==> src/rtl/verin_pkg.sv <==
// Shared constants and state type for the bar-angle acquisition path of the
// verin end-stop guard.
package verin_pkg;

   localparam int ADC_BITS            = 12;
   localparam int ADC_FRAME           = 15;
   localparam int ADC_FIRST_DATA_EDGE = 4;

   typedef enum logic [1:0] {
      IDLE,
      CS_SETUP,
      SHIFT,
      DONE
   } adc_state_t;

endpackage

==> src/rtl/mcp3201_spi_rx.sv <==
// MCP3201 read-only SPI receiver: one 15-period SCLK frame per start pulse,
// 12 data bits captured MSB first and presented with a one-clock valid.
module mcp3201_spi_rx
   import verin_pkg::*;
#(
   parameter int SCLK_HALF = 25
) (
   input  logic                clk,
   input  logic                reset_n,
   input  logic                start,
   input  logic                adc_miso,
   output logic                adc_cs_n,
   output logic                adc_sclk,
   output logic [ADC_BITS-1:0] angle,
   output logic                angle_valid
);

   localparam int DIV_W = (SCLK_HALF > 1) ? $clog2(SCLK_HALF) : 1;
   localparam logic [DIV_W-1:0] DIV_LAST   = DIV_W'(SCLK_HALF - 1);
   localparam logic [4:0]       HALF_LAST  = 5'(2 * ADC_FRAME - 1);
   localparam logic [3:0]       FIRST_PAIR = 4'(ADC_FIRST_DATA_EDGE - 1);

   adc_state_t          state;
   logic [DIV_W-1:0]    div_cnt;
   logic [4:0]          half_cnt;
   logic [ADC_BITS-1:0] shift_reg;

   // half_cnt counts SCLK half-periods; half_cnt[4:1] is the number of rising
   // edges already issued, so a rise ending half 2k is edge k+1.
   always_ff @(posedge clk or negedge reset_n) begin
      if (!reset_n) begin
         state       <= IDLE;
         adc_cs_n    <= 1'b1;
         adc_sclk    <= 1'b0;
         div_cnt     <= '0;
         half_cnt    <= '0;
         shift_reg   <= '0;
         angle       <= '0;
         angle_valid <= 1'b0;
      end else begin
         angle_valid <= 1'b0;
         case (state)
            IDLE: begin
               if (start) begin
                  state    <= CS_SETUP;
                  adc_cs_n <= 1'b0;
                  div_cnt  <= '0;
               end
            end
            CS_SETUP: begin
               if (div_cnt == DIV_LAST) begin
                  div_cnt  <= '0;
                  half_cnt <= '0;
                  state    <= SHIFT;
               end else begin
                  div_cnt <= div_cnt + 1'b1;
               end
            end
            SHIFT: begin
               if (div_cnt == DIV_LAST) begin
                  div_cnt  <= '0;
                  adc_sclk <= ~adc_sclk;
                  if (!adc_sclk && (half_cnt[4:1] >= FIRST_PAIR))
                     shift_reg <= {shift_reg[ADC_BITS-2:0], adc_miso};
                  if (half_cnt == HALF_LAST) begin
                     adc_cs_n <= 1'b1;
                     state    <= DONE;
                  end else begin
                     half_cnt <= half_cnt + 1'b1;
                  end
               end else begin
                  div_cnt <= div_cnt + 1'b1;
               end
            end
            DONE: begin
               angle       <= shift_reg;
               angle_valid <= 1'b1;
               state       <= IDLE;
            end
            default: state <= IDLE;
         endcase
      end
   end

endmodule

==> src/rtl/verin_butee_guard.sv <==
// End-stop guard for the actuator: periodic angle acquisition, hysteretic
// fin_course flags against the software end-stops, and motor enable gating.
module verin_butee_guard
   import verin_pkg::*;
#(
   parameter int SCLK_HALF  = 25,
   parameter int ACQ_PERIOD = 500000,
   parameter int HYST       = 4
) (
   input  logic                clk,
   input  logic                reset_n,
   input  logic [ADC_BITS-1:0] butee_g,
   input  logic [ADC_BITS-1:0] butee_d,
   input  logic                sens,
   input  logic                enable_in,
   input  logic                adc_miso,
   output logic                adc_cs_n,
   output logic                adc_sclk,
   output logic [ADC_BITS-1:0] angle,
   output logic                angle_valid,
   output logic                fin_course_g,
   output logic                fin_course_d,
   output logic                enable_out
);

   localparam int PER_W = (ACQ_PERIOD > 1) ? $clog2(ACQ_PERIOD) : 1;
   localparam logic [PER_W-1:0]  PER_LAST = PER_W'(ACQ_PERIOD - 1);
   localparam logic [ADC_BITS:0] HYST_X   = (ADC_BITS + 1)'(HYST);
   localparam logic [ADC_BITS:0] ADC_MAX  = (ADC_BITS + 1)'((1 << ADC_BITS) - 1);

   logic [PER_W-1:0]  period_cnt;
   logic              start_q;
   logic              primed;
   logic [ADC_BITS:0] angle_x;
   logic [ADC_BITS:0] butee_d_x;
   logic [ADC_BITS:0] angle_plus_hyst;
   logic [ADC_BITS:0] g_sum;
   logic [ADC_BITS:0] g_clear_lvl;

   mcp3201_spi_rx #(.SCLK_HALF(SCLK_HALF)) u_spi_rx (
      .clk         (clk),
      .reset_n     (reset_n),
      .start       (start_q),
      .adc_miso    (adc_miso),
      .adc_cs_n    (adc_cs_n),
      .adc_sclk    (adc_sclk),
      .angle       (angle),
      .angle_valid (angle_valid)
   );

   always_ff @(posedge clk or negedge reset_n) begin
      if (!reset_n) begin
         period_cnt <= '0;
         start_q    <= 1'b0;
      end else begin
         start_q    <= (period_cnt == PER_LAST);
         period_cnt <= (period_cnt == PER_LAST) ? '0 : period_cnt + 1'b1;
      end
   end

   // Comparisons are done one bit wider so the hysteresis offsets never wrap;
   // the left clear level saturates at full scale so it can become unreachable.
   always_comb begin
      angle_x         = {1'b0, angle};
      butee_d_x       = {1'b0, butee_d};
      angle_plus_hyst = angle_x + HYST_X;
      g_sum           = {1'b0, butee_g} + HYST_X;
      g_clear_lvl     = (g_sum > ADC_MAX) ? ADC_MAX : g_sum;
   end

   always_ff @(posedge clk or negedge reset_n) begin
      if (!reset_n) begin
         fin_course_d <= 1'b0;
         fin_course_g <= 1'b0;
         primed       <= 1'b0;
      end else if (angle_valid) begin
         primed <= 1'b1;
         if (angle_x >= butee_d_x)
            fin_course_d <= 1'b1;
         else if (angle_plus_hyst < butee_d_x)
            fin_course_d <= 1'b0;
         if (angle <= butee_g)
            fin_course_g <= 1'b1;
         else if (angle_x > g_clear_lvl)
            fin_course_g <= 1'b0;
      end
   end

   // Both flags at once means the stops overlap, so no direction is safe.
   always_ff @(posedge clk or negedge reset_n) begin
      if (!reset_n)
         enable_out <= 1'b0;
      else
         enable_out <= primed & enable_in
                       & ~(sens ? fin_course_d : fin_course_g)
                       & ~(fin_course_d & fin_course_g);
   end

endmodule
==> config.mk <==
export PLATFORM = sky130hd
export DESIGN_NAME = verin_butee_guard
export DESIGN_NICKNAME = d
export VERILOG_FILES = /design/src/rtl/verin_pkg.sv /design/src/rtl/mcp3201_spi_rx.sv /design/src/rtl/verin_butee_guard.sv
export SDC_FILE = /design/constraint.sdc
export NUM_CORES = 1
export LEC_CHECK = 0
export CAP_MARGIN = 25
export CORE_MARGIN = 8
export CORE_UTILIZATION = 53
export CTS_CLUSTER_SIZE = 25
export DETAILED_ROUTE_END_ITERATION = 6
export PLACE_DENSITY_LB_ADDON = 0.05
export SLEW_MARGIN = 20
export SYNTH_ARGS = -nofsm -noshare
export SYNTH_HDL_FRONTEND = slang
export SYNTH_SLANG_ARGS = --single-unit
==> constraint.sdc <==
create_clock -name clk -period 2.69 [get_ports clk]
set_clock_uncertainty 0.05 [all_clocks]
set_input_delay 0.538 -clock clk [delete_from_list [all_inputs] [get_ports clk]]
set_output_delay 0.538 -clock clk [all_outputs]
set_load 0.1 [all_outputs]
==> results_dict.tcl <==
set metrics [dict create \
    worst-endpoint-arrival_ns 2.71 \
    timing_max_transition_violations_final 0 \
    fin_hold_ws_ns 0.1882 \
    hp-class "primary input to asynchronous set/reset pin" \
    synth.yosys.seq_area_share_pct 36.84 \
    p_seq_share_pct 50.6 \
    clkPwrFrac_pct 40.0 \
    clk_path_buf_depth 2 \
    synth_cell_types 53 \
    timing.critical_path.slowest_cell_delay_ns 0.47 \
    layout-drive-gt1-share_pct 19.43 \
    viasPerCell 5.515 \
    cap_violations 0 \
    via_count_of_the_first_global_routing_pass 3500 \
    timing.final.hold_violations 0 \
    synthesis.yosys.warnings 0 \
    postRouteWirelength_mm 9.609 \
    net_switching_component_of_the_power_mw 0.4546 \
    mappedNetlistArea_um2 4283 \
    cts_made_buffers 9 \
    post_cts_hold_buffer_count 0 \
    fin_crit_sh_pct 94.47 \
    fillers 644 \
    place.detailed.instances 610 \
    setup_viol_count_final 0 \
    antenna-diode-count 0 \
    grt_use_total_pct 17.75 \
    maximum_number_of_pins_on_one_net_before_global_route_repair 35 \
    source_to_sink_clock_delay_at_the_later_pin_of_the_worst_skew_pair_ns 0.34 \
    die_area_um2 11210 \
    layout_setup_ws_ns 0.1486 \
    detailed_place_hpwl_mm 7.353 \
    ff2ff_path_depth 11 \
    drt_iter0_drc 158 \
    ordered_cell_list_for_the_critical_path "clkdlybuf4s50_1, and4_1, and3_4, nand4_1, xnor2_1, nor2_1, ha_1, nand3_2, nor2_1, o211ai_1, o211ai_1, nand3_1" \
    combinationalPowerShare_pct 9.4 \
    rsz0062_at_grt "true" \
    required_ns 2.86 \
    power_leakage_nw 2.580 \
    gp_congestion 0.9203 \
    max_freq_ghz 0.3935 \
    ir_worst_vdd_mv 0.2895 \
    drt_drc 0 \
    tritoncts "yes" \
    nNetsFinal 607 \
    first_pass_grt_wire_length_mm 16.42 \
    antenna_violating_nets_post_route 0 \
    critical_path_peak_fanout 3 \
    pre_cts_ws_ns -0.5332 \
    outcome "completed" \
    finalWorstPathRequiredPeriod_ns 2.541 \
    worst_pin_slew_ns 0.6990 \
    floorplan.rows 32 \
    synthesis.instances 441 \
    cp-end-kind "flip-flop" \
    ys_dominant_reg_cell "sky130_fd_sc_hd__dfrtp_1" \
    asyncSetResetFlopFracSynth_pct 100.0 \
    number_of_antenna_violations_at_the_first_check_in_global_routing 0 \
    timing.critical_path.slowest_stage_cell "sky130_fd_sc_hd__clkdlybuf4s50_1" \
    fp.dieH_um 105.9 \
    largest_reg_flops 19 \
    syn_area_per_cell_um2 9.712 \
    clkTransAtPathRegs_ns 0.07 \
    synth_enable_flop_cells 0 \
    timing.rr.end "fin_course_d" \
    setup.worst_path.class "primary input to flip-flop" \
    cts_root_buffer "sky130_fd_sc_hd__clkbuf_8" \
    finished_layout_cells 627 \
    internal_portion_of_total_power_mw 1.416 \
    die_w_um 105.9 \
    coreArea_um2 7767 \
    timing.max_slew.rel_slack_pct 53.40 \
    power_density_nw_per_um2 358.0 \
    timing.critical_path.buf_inv 1 \
    fin_util_pct 67.28 \
    postSynthRegisterBits 63 \
    h-tree-depth 3 \
    power.share.switching_pct 24.30 \
    timing.rr.start "u_spi_rx.angle[3]" \
    clock_sinks 63 \
    wire_per_inst_um 15.33 \
    initial_utilization_pct 55.14 \
    critPathTopFamily "simple AND/OR/NAND/NOR gates" \
    syn-num-nets 528 \
    port_buffers 46 \
    critPathLaunchType "primary input" \
    first_pass_iters 4 \
    globalRouteOverflowTotal 0 \
    worst-r2r-setup-slack_ns 0.21 \
    design.portCount 47 \
    layout-area-overhead-vs-synth_pct 22.03 \
    route.vias.total 3458 \
]
worst reg2reg max path: stages, from the launching register on:
cell                       delay [ns]
sky130_fd_sc_hd__dfrtp_4         0.49
sky130_fd_sc_hd__ha_1            0.21
sky130_fd_sc_hd__nand3_1         0.13
sky130_fd_sc_hd__nor2_2          0.18
sky130_fd_sc_hd__and3_1          0.19
sky130_fd_sc_hd__xor2_1          0.16
sky130_fd_sc_hd__ha_1            0.26
sky130_fd_sc_hd__a21o_1          0.16
sky130_fd_sc_hd__a21oi_1         0.14
sky130_fd_sc_hd__o41ai_1         0.09
sky130_fd_sc_hd__a22oi_1         0.19
sky130_fd_sc_hd__o211ai_1        0.11
cells by family after synthesis:
| kind of cell | synth area share, % |
|---|---|
| fa+ha+maj | 16.94 |
| compound gates | 10.58 |
| xor+xnor | 5.726 |
| flops | 36.84 |
| mux | 7.888 |
| simple gates | 17.59 |
| buf+inv | 4.440 |
stage by stage:
stage,cell area [um^2],setup TNS [ns],power [mW]
global route,5226,-0.006390,1.957
global placement,4999,-0.4524,1.134
finish,5226,0,1.871
CTS,5216,0,1.897
detailed placement,4999,-0.5332,1.138
floorplan,4293,0,1.032
metal layers:
layer / up-vias / wire [um] / global-route usage (%)
met3: 15 / 472 / 4.348
met1: 1628 / 4695 / 23.31
li1: 1741 / - / -
met2: 74 / 4246 / 27.26
met5: - / 0 / 0
met4: 0 / 195 / 7.638
Yosys cell counts, types with 3 or more instances:
master | number | area (um^2)
sky130_fd_sc_hd__nor2_1 | 34 | 127.6
sky130_fd_sc_hd__and3_1 | 5 | 31.28
sky130_fd_sc_hd__nand2_1 | 36 | 135.1
sky130_fd_sc_hd__mux2_2 | 12 | 135.1
sky130_fd_sc_hd__dfrtp_1 | 62 | 1551
sky130_fd_sc_hd__o31ai_1 | 3 | 22.52
sky130_fd_sc_hd__mux2i_1 | 3 | 30.03
sky130_fd_sc_hd__clkbuf_1 | 3 | 11.26
sky130_fd_sc_hd__o211ai_1 | 7 | 52.55
sky130_fd_sc_hd__xnor2_1 | 19 | 166.4
sky130_fd_sc_hd__inv_1 | 38 | 142.6
sky130_fd_sc_hd__nand3_1 | 25 | 125.1
sky130_fd_sc_hd__nand4_1 | 16 | 100.1
sky130_fd_sc_hd__nor3_1 | 7 | 35.03
sky130_fd_sc_hd__o21ai_1 | 5 | 25.02
sky130_fd_sc_hd__a21oi_1 | 24 | 120.1
sky130_fd_sc_hd__ha_1 | 58 | 725.7
sky130_fd_sc_hd__a211oi_1 | 3 | 22.52
sky130_fd_sc_hd__a22o_1 | 4 | 35.03
sky130_fd_sc_hd__o21ai_0 | 17 | 85.08
sky130_fd_sc_hd__mux2_4 | 10 | 150.1
sky130_fd_sc_hd__and4_1 | 3 | 26.28
sky130_fd_sc_hd__xor2_1 | 9 | 78.83
power groups by stage:
stage,clock [mW],sequential (mW),combinational [mW]
5_1_grt,0.811,0.946,0.199
2_1_floorplan,0,0.965,0.0666
6_report,0.748,0.947,0.176
4_1_cts,0.773,0.947,0.177
3_3_place_gp,0,0.965,0.168
3_5_place_dp,0,0.965,0.173
final cells by class:
class	instances	area, um^2	share of cell area [%]
Clock buffer	11	151.4	2.897
Sequential cell	63	1588	30.38
Timing Repair Buffer	73	625.6	11.97
Inverter	38	142.6	2.729
Tap cell	102	127.6	2.442
Clock inverter	5	32.53	0.6225
Multi-Input combinational cell	335	2559	48.96
repair_timing:
action                                  CTS  global route
pin swaps                                 7             6
endpoints found under the setup margin    1             2
gates resized for setup                   8             3
setup buffers                             0             0
gates cloned                              1             0
worst max path at each step:
stage / start / endpoint / depth (start not counted)
2_1_floorplan: u_spi_rx.angle[6] / fin_course_d / 10
3_3_place_gp: butee_g[2] / fin_course_g / 13
3_5_place_dp: butee_g[2] / fin_course_g / 13
4_1_cts: butee_g[7] / fin_course_g / 13
5_1_grt: butee_g[6] / fin_course_g / 13
6_report: butee_g[5] / fin_course_g / 12
layout by cell type (no fill, tap or decap), types with 3 or more instances in the layout:
cell type and count:
sky130_fd_sc_hd__ha_1 58, sky130_fd_sc_hd__dfrtp_1 58, sky130_fd_sc_hd__buf_4 44, sky130_fd_sc_hd__inv_1 38
sky130_fd_sc_hd__nand2_1 36, sky130_fd_sc_hd__nor2_1 33, sky130_fd_sc_hd__a21oi_1 24, sky130_fd_sc_hd__clkdlybuf4s50_1 24
sky130_fd_sc_hd__nand3_1 23, sky130_fd_sc_hd__xnor2_1 19, sky130_fd_sc_hd__o21ai_0 17, sky130_fd_sc_hd__nand4_1 16
sky130_fd_sc_hd__mux2_2 12, sky130_fd_sc_hd__clkbuf_8 11, sky130_fd_sc_hd__mux2_4 10, sky130_fd_sc_hd__xor2_1 9
sky130_fd_sc_hd__nor3_1 7, sky130_fd_sc_hd__o211ai_1 7, sky130_fd_sc_hd__o21ai_1 5, sky130_fd_sc_hd__a22o_1 4
sky130_fd_sc_hd__and3_1 3, sky130_fd_sc_hd__and4_1 3, sky130_fd_sc_hd__o31ai_1 3, sky130_fd_sc_hd__mux2i_1 3
sky130_fd_sc_hd__a211oi_1 3, sky130_fd_sc_hd__clkinvlp_4 3
(Power assumes the default switching activity.)
